===== src/rtl/proc_pkg.sv =====
// Shared definitions for the writeback/storage stage.
// Opcodes the stage decodes, default datapath widths, and the load FSM state type.
package proc_pkg;

  localparam int unsigned OP_W         = 4;
  localparam int unsigned DEF_DATA_W   = 8;
  localparam int unsigned DEF_RF_AW    = 3;
  localparam int unsigned DEF_DM_AW    = 4;

  localparam logic [OP_W-1:0] OP_LOAD  = 4'b1110;
  localparam logic [OP_W-1:0] OP_STORE = 4'b1111;

  typedef enum logic {
    IDLE      = 1'b0,
    LOAD_WAIT = 1'b1
  } wb_state_t;

endpackage : proc_pkg


===== src/rtl/reg_file.sv =====
// Register file: one synchronous write port, two combinational read ports.
// Ports:
//   clk, rst_n            clock, async active-low clear of all entries
//   we_i/waddr_i/wdata_i  write port
//   raddr_a_i/raddr_b_i   read addresses
//   rdata_a_o/rdata_b_o   read data (combinational; optional same-cycle write forward)
module reg_file #(
  parameter int unsigned DATA_W = 8,
  parameter int unsigned AW     = 3,
  parameter bit          BYPASS = 1'b1
) (
  input  logic              clk,
  input  logic              rst_n,
  input  logic              we_i,
  input  logic [AW-1:0]     waddr_i,
  input  logic [DATA_W-1:0] wdata_i,
  input  logic [AW-1:0]     raddr_a_i,
  input  logic [AW-1:0]     raddr_b_i,
  output logic [DATA_W-1:0] rdata_a_o,
  output logic [DATA_W-1:0] rdata_b_o
);

  localparam int unsigned DEPTH = 1 << AW;

  logic [DATA_W-1:0] mem_q [DEPTH];

  // Storage array with async clear
  always_ff @(posedge clk or negedge rst_n) begin
    if (!rst_n) begin
      for (int unsigned i = 0; i < DEPTH; i++) mem_q[i] <= '0;
    end else if (we_i) begin
      mem_q[waddr_i] <= wdata_i;
    end
  end

  // Read ports; forward the write committing at the coming edge when enabled
  always_comb begin
    rdata_a_o = mem_q[raddr_a_i];
    rdata_b_o = mem_q[raddr_b_i];
    if (BYPASS && we_i && (waddr_i == raddr_a_i)) rdata_a_o = wdata_i;
    if (BYPASS && we_i && (waddr_i == raddr_b_i)) rdata_b_o = wdata_i;
  end

endmodule : reg_file


===== src/rtl/reg_mem_wb.sv =====
// Writeback/storage stage: register file, data memory, and the load FSM.
// The execution unit's opcode/dest/store address arrive one cycle ahead of its
// registered strobes, so they are re-aligned here before the commit decision.
// Ports:
//   clk, reset                    clock, async active-low reset
//   rd_a_addr/rd_b_addr           operand read addresses -> operandA/operandB
//   ld_addr                       data-memory load address (with load opcode)
//   opcode_in/dest_in/st_addr_in  combinational instruction fields
//   result_in/wr_en_in            registered ALU result / register write strobe
//   st_data_in/st_en_in           registered store data / store strobe
//   dbg_dm_addr/dbg_dm_data       debug data-memory read
//   stall                         control unit must hold issue
module reg_mem_wb
  import proc_pkg::*;
#(
  parameter int unsigned DATA_W = DEF_DATA_W,
  parameter int unsigned RF_AW  = DEF_RF_AW,
  parameter int unsigned DM_AW  = DEF_DM_AW,
  parameter bit          BYPASS = 1'b1
) (
  input  logic              clk,
  input  logic              reset,
  input  logic [RF_AW-1:0]  rd_a_addr,
  input  logic [RF_AW-1:0]  rd_b_addr,
  input  logic [DM_AW-1:0]  ld_addr,
  input  logic [OP_W-1:0]   opcode_in,
  input  logic [RF_AW-1:0]  dest_in,
  input  logic [DM_AW-1:0]  st_addr_in,
  input  logic [DATA_W-1:0] result_in,
  input  logic              wr_en_in,
  input  logic [DATA_W-1:0] st_data_in,
  input  logic              st_en_in,
  input  logic [DM_AW-1:0]  dbg_dm_addr,
  output logic [DATA_W-1:0] operandA,
  output logic [DATA_W-1:0] operandB,
  output logic              stall,
  output logic [DATA_W-1:0] dbg_dm_data
);

  localparam int unsigned DM_DEPTH = 1 << DM_AW;

  logic [OP_W-1:0]   op_q;
  logic [RF_AW-1:0]  dest_q;
  logic [DM_AW-1:0]  st_addr_q;
  logic [DM_AW-1:0]  ld_addr_q;

  wb_state_t         state_q, state_d;
  logic [DATA_W-1:0] ld_data_q, ld_data_d;
  logic [RF_AW-1:0]  ld_dest_q, ld_dest_d;
  logic              skid_valid_q, skid_valid_d;
  logic [RF_AW-1:0]  skid_addr_q, skid_addr_d;
  logic [DATA_W-1:0] skid_data_q, skid_data_d;

  logic [DATA_W-1:0] dm_q [DM_DEPTH];

  logic              rf_we;
  logic [RF_AW-1:0]  rf_waddr;
  logic [DATA_W-1:0] rf_wdata;
  logic              alu_wr;
  logic              load_req;
  logic              load_drop;

  assign alu_wr   = wr_en_in && (op_q != OP_LOAD);
  assign load_req = wr_en_in && (op_q == OP_LOAD);

  // Alignment registers: pair each strobe with the previous cycle's fields
  always_ff @(posedge clk or negedge reset) begin
    if (!reset) begin
      op_q      <= '0;
      dest_q    <= '0;
      st_addr_q <= '0;
      ld_addr_q <= '0;
    end else begin
      op_q      <= opcode_in;
      dest_q    <= dest_in;
      st_addr_q <= st_addr_in;
      ld_addr_q <= ld_addr;
    end
  end

  // FSM and skid state registers
  always_ff @(posedge clk or negedge reset) begin
    if (!reset) begin
      state_q      <= IDLE;
      ld_data_q    <= '0;
      ld_dest_q    <= '0;
      skid_valid_q <= 1'b0;
      skid_addr_q  <= '0;
      skid_data_q  <= '0;
    end else begin
      state_q      <= state_d;
      ld_data_q    <= ld_data_d;
      ld_dest_q    <= ld_dest_d;
      skid_valid_q <= skid_valid_d;
      skid_addr_q  <= skid_addr_d;
      skid_data_q  <= skid_data_d;
    end
  end

  // Next state and single write-port arbitration: load > skid > new ALU write
  always_comb begin
    state_d      = state_q;
    ld_data_d    = ld_data_q;
    ld_dest_d    = ld_dest_q;
    skid_valid_d = skid_valid_q;
    skid_addr_d  = skid_addr_q;
    skid_data_d  = skid_data_q;
    rf_we        = 1'b0;
    rf_waddr     = '0;
    rf_wdata     = '0;
    load_drop    = 1'b0;

    unique case (state_q)
      IDLE: begin
        if (skid_valid_q) begin
          rf_we        = 1'b1;
          rf_waddr     = skid_addr_q;
          rf_wdata     = skid_data_q;
          skid_valid_d = 1'b0;
          // A fresh ALU write loses the port this edge; keep it in the skid
          if (alu_wr) begin
            skid_valid_d = 1'b1;
            skid_addr_d  = dest_q;
            skid_data_d  = result_in;
          end
          load_drop = load_req;
        end else if (alu_wr) begin
          rf_we    = 1'b1;
          rf_waddr = dest_q;
          rf_wdata = result_in;
        end else if (load_req) begin
          ld_data_d = dm_q[ld_addr_q];
          ld_dest_d = dest_q;
          state_d   = LOAD_WAIT;
        end
      end
      LOAD_WAIT: begin
        rf_we    = 1'b1;
        rf_waddr = ld_dest_q;
        rf_wdata = ld_data_q;
        state_d  = IDLE;
        if (alu_wr) begin
          skid_valid_d = 1'b1;
          skid_addr_d  = dest_q;
          skid_data_d  = result_in;
        end
        load_drop = load_req;
      end
      default: state_d = IDLE;
    endcase
  end

  assign stall = (state_q == LOAD_WAIT) | skid_valid_q;

  // Data memory; stores commit independently of the register-file path
  always_ff @(posedge clk or negedge reset) begin
    if (!reset) begin
      for (int unsigned i = 0; i < DM_DEPTH; i++) dm_q[i] <= '0;
    end else if (st_en_in) begin
      dm_q[st_addr_q] <= st_data_in;
    end
  end

  assign dbg_dm_data = dm_q[dbg_dm_addr];

  // A load strobe while the write path is still busy is dropped
  always_ff @(posedge clk) begin
    if (reset) begin
      assert (!load_drop) else $error("reg_mem_wb: load strobe dropped while busy");
    end
  end

  reg_file #(
    .DATA_W (DATA_W),
    .AW     (RF_AW),
    .BYPASS (BYPASS)
  ) u_reg_file (
    .clk       (clk),
    .rst_n     (reset),
    .we_i      (rf_we),
    .waddr_i   (rf_waddr),
    .wdata_i   (rf_wdata),
    .raddr_a_i (rd_a_addr),
    .raddr_b_i (rd_b_addr),
    .rdata_a_o (operandA),
    .rdata_b_o (operandB)
  );

endmodule : reg_mem_wb


===== config.mk =====
export PLATFORM = sky130hd
export DESIGN_NAME = reg_mem_wb
export DESIGN_NICKNAME = d
export VERILOG_FILES = /design/src/rtl/proc_pkg.sv /design/src/rtl/reg_file.sv /design/src/rtl/reg_mem_wb.sv
export SDC_FILE = /design/constraint.sdc
export NUM_CORES = 1
export LEC_CHECK = 0
export ABC_CLOCK_PERIOD_IN_PS = 4100
export CORE_ASPECT_RATIO = 0.8
export CORE_MARGIN = 1
export CORE_UTILIZATION = 46
export DETAILED_ROUTE_END_ITERATION = 12
export PLACE_DENSITY = 0.73
export SYNTH_ARGS = -nofsm -noshare
export SYNTH_HDL_FRONTEND = slang
export SYNTH_SLANG_ARGS = --single-unit

===== constraint.sdc =====
create_clock -name clk -period 4.1 [get_ports clk]
set_input_delay 1.23 -clock clk [delete_from_list [all_inputs] [get_ports clk]]
set_output_delay 1.23 -clock clk [all_outputs]
set_load 0.005 [all_outputs]

==> impl_summary.log <==
[metrics] minimum clock period: slightly above 4 ns
[metrics] area of the placeable core: between 20,000 and 30,000 sq um
[metrics] Antenna Nets Post-Route: 0
[metrics] Distinct cells, synth: 37
[metrics] starting DRC count in detailed routing: ~500
[metrics] leakage power: 6.16 nW
[metrics] share of the synthesized area in compound gates (AO/OA/AOI/OAI): 0.0248
[metrics] source-to-sink clock delay at the later pin of the worst-skew pair: between 0.5 and 0.6 ns
[metrics] Ports: 70
[metrics] post-synthesis sequential area ratio: 0.486
[metrics] Post-CTS Hold Fix Bufs: 0
[metrics] most common flop cell mapped by yosys: dfrtp_1
[metrics] fraction of registers with async set/reset: 1.00
[metrics] utilization after layout: 0.561
[metrics] final net count: roughly 910
[metrics] arithmetic-cell share of the synthesized area counting full adders, half adders and majority gates: 0.000841
[metrics] tightest hold margin: ~0.51 ns
[metrics] TritonCTS sink count: 231
[metrics] Die Y: approximately 150 um
[metrics] yosys synthesis warning count: 0
[metrics] category of the worst setup path capture point: output pin
[metrics] Synth Area in Simple Gates: 0.0381
[metrics] category of the critical setup timing path: in -> out
[metrics] Die Wd: approximately 180 um
[metrics] global-route total usage across every layer: 0.224
[metrics] largest net degree at the start of global routing: 100
[metrics] number of cells on the worst hold path: 1
[metrics] maximum buffer depth of the clock tree: 3
[metrics] worst clock skew: between 0.02 and 0.025 ns
[metrics] wire length after detailed routing: between 20 and 30 mm
[metrics] largest voltage drop on the vdd net: about 0.34 mV
[metrics] critical path startpoint category: input port
[metrics] upper clock frequency limit: 246 MHz
[metrics] peak per-stage delay on the critical path: 0.54 ns
[metrics] count of filler cells inserted in the layout: 2,002
[metrics] dominant cell type by count on the critical path: mux4_2
[metrics] initial antenna violation count: 2
[metrics] # H-tree levels: 1
[metrics] clock tree from TritonCTS: built
[metrics] Finished Cell Area: ~14,000 sq um
[metrics] First-pass DRT Iterations: 5
[metrics] Synth top area share: 0.486
[metrics] unrepaired setup endpoints after global routing: false
[metrics] Tcrit/Tclk final: 0.991
[metrics] cell area after synthesis: roughly 12,000 sq um
[metrics] number of port buffers: between 60 and 70
[metrics] cells after synthesis: between 700 and 800
[metrics] XOR/XNOR Fraction of Synth Area: 0.00294
[metrics] # DRC: 0
[metrics] placed cell area: around 13,000 sq um
[metrics] area of the multi-input gates: roughly 6000 sq um
[metrics] slew at the pin closest to its max-slew limit: 0.777 ns
[metrics] WP data arrival: between 2 and 3 ns
[metrics] multiplexer share of the synthesized area: 0.428
[metrics] full die area: between 20,000 and 30,000 sq um
[metrics] Routed WL per cell: about 23 um
[metrics] classification of the worst-slack hold path: reg -> reg
[metrics] number of cells traversed by the worst register-to-register path: 10
[metrics] crit-path cells: buf_8 > buf_12 > mux4_2 > mux4_2 > dlygate4sd2_1
[metrics] number of rows in the core area: 52
[metrics] drt via density: just over 6
[metrics] worst-path cell with the longest stage delay: mux4_2
[metrics] worst max-slew margin expressed relative to the limit: 0.482
[metrics] main combinational cell family by area after synthesis: multiplexers
[metrics] number of buffers created by CTS: 24
[metrics] number of cells in the design after placement: between 1,000 and 1,500
[metrics] global-route congestion overflow total: 0
[metrics] clock transition at the registers of the reported paths: 0.06 ns
[metrics] layout cells sized above 1: 0.499
[metrics] Reg area: about 5800 sq um
[metrics] Finished Layout Cells: ~1,200
[metrics] main area contributors after synthesis: dfrtp_1 49%, mux4_2 21%, mux2_2 19%, mux2i_1 2.9%, clkbuf_1 1.0%
[metrics] largest fanout on the critical path: 8
[metrics] MaxCap Viol Count: 0
[metrics] effective utilization at floorplan: 0.469
[metrics] Inserted Diodes: 0
[metrics] HPWL reported at the end of detailed placement: roughly 20 mm
[metrics] number of nets produced by synthesis: about 810
[metrics] vias: around 7,300
[metrics] P&R area growth vs syn: 19.5%
[metrics] gp weighted congestion: around 0.8
[metrics] power per standard cell area: between 400 and 500 nW/um^2
[metrics] required time of the worst setup path: 2.87 ns
[metrics] global-route wire length before repair: roughly 45 mm
[metrics] Root Buffer Master: clkbuf_16
[metrics] Synth area leader: dfrtp_1
[metrics] average size of a mapped cell: roughly 16 sq um
[metrics] via count of the first global-routing pass: between 7,000 and 8,000
[metrics] EDFF count, synth: 0
[metrics] final hold violations: 0
[metrics] final slew viol count: 0
[metrics] outcome: finished, final reports clean
[metrics] Setup-failing EPs final: 0
[metrics] synthesized flop and latch total: between 200 and 250
==> Yosys cell counts, drive strengths merged (4+ instances only) <==
cell / number
dfrtp: 231
mux2: 198
mux4: 112
mux2i: 34
clkbuf: 32
nand2: 31
o21ai: 25
buf: 21
nor2: 13
a21oi: 9
and3b: 8
o21a: 8
nand3b: 5
inv: 4
nand3: 4
nor3: 4
xor2: 4
==> worst max-delay path: cells and delay by family <==
family / cells / cell delay [ns]
multiplexers: 2 / 1.03
buffers and inverters: 3 / 0.57
==> flip-flops by register name, summed over array words and instances, names as in the netlist <==
register and count:
u_reg_file.mem_q 64, skid_data_q 8, state_q 1, skid_addr_q 3, ld_addr_q 4, skid_valid_q 1, dest_q 3, dm_q 128
ld_data_q 8, st_addr_q 4, ld_dest_q 3, op_q 4
==> area by class of cell <==
class,count,share of cell area
Tap cell,324,0.0285
Clock inverter,8,0.00730
Multi-Input combinational cell,475,0.416
Inverter,4,0.00106
Timing Repair Buffer,133,0.0922
Sequential cell,231,0.406
Clock buffer,36,0.0489
==> cell families (layout without fill, tap and decap cells) <==
logic type | Yosys count | in the layout
muxes | 344 | 344
xor gates and xnor gates | 4 | 4
adders and majority gates | 1 | 1
AOI/OAI and AO/OA | 48 | 48
DFF | 231 | 231
and+or+nand+nor | 78 | 78
buffers and inverters | 57 | 181
==> metrics by stage <==
stage	worst slack (ns)	power, mW	setup TNS [ns]
2_1_floorplan	0.127	4.10	0
4_1_cts	0.00793	6.86	0
3_3_place_gp	-0.475	4.61	-10.91
3_5_place_dp	-0.553	4.67	-11.91
5_1_grt	0.00144	7.13	0
6_report	0.0378	6.81	0
==> repair_timing <==
action	4_1_cts	5_1_grt
cloned	1	0
gates resized for setup	70	18
setup endpoints to repair	24	17
buffers inserted	2	1
pin swaps	3	3
==> metal layers <==
layer | up-vias | track usage | share of wire
met4 | 4 | 0.0487 | 0.017
li1 | 3170 | - | -
met1 | 3891 | 0.334 | 0.46
met5 | - | 0 | 0.0010
met3 | 42 | 0.0440 | 0.059
met2 | 198 | 0.341 | 0.46
==> final timing paths <==
kind	from	endpoint	slack [ns]
worst max-delay path	dbg_dm_addr[0]	dbg_dm_data[4]	0.04
worst min-delay path	u_reg_file.mem_q[45]	u_reg_file.mem_q[45]	0.51
worst max register to register	op_q[0]	u_reg_file.mem_q[41]	1.44
worst min register to register	u_reg_file.mem_q[45]	u_reg_file.mem_q[45]	0.51
max in group asynchronous	reset	u_reg_file.mem_q[35]	2.53
min in group asynchronous	reset	u_reg_file.mem_q[56]	0.73
==> power by group <==
group / internal [mW] / switching [mW] / leakage, nW
sequential: 2.77 / 0.353 / 2.89
clock: 1.30 / 0.909 / 0.391
combinational: 0.965 / 0.508 / 2.88
==> cells in the final DEF, fill, tap and decap left out, drive strengths merged, types with 3 or more instances in the layout <==
master           n
nor3             4
or3              3
dfrtp          231
nand2b           3
nand3            4
buf             75
clkdlybuf4s15    3
and3b            8
nand3b           5
a21oi            9
o21a             8
mux2           198
mux2i           34
nor2b            3
clkdlybuf4s50   38
mux4           112
nand2           31
dlygate4sd2     10
o21ai           25
inv              4
xor2             4
nor2            13
clkbuf          43
clkinv           5
No activity file was read; power rests on OpenSTA's default activity.
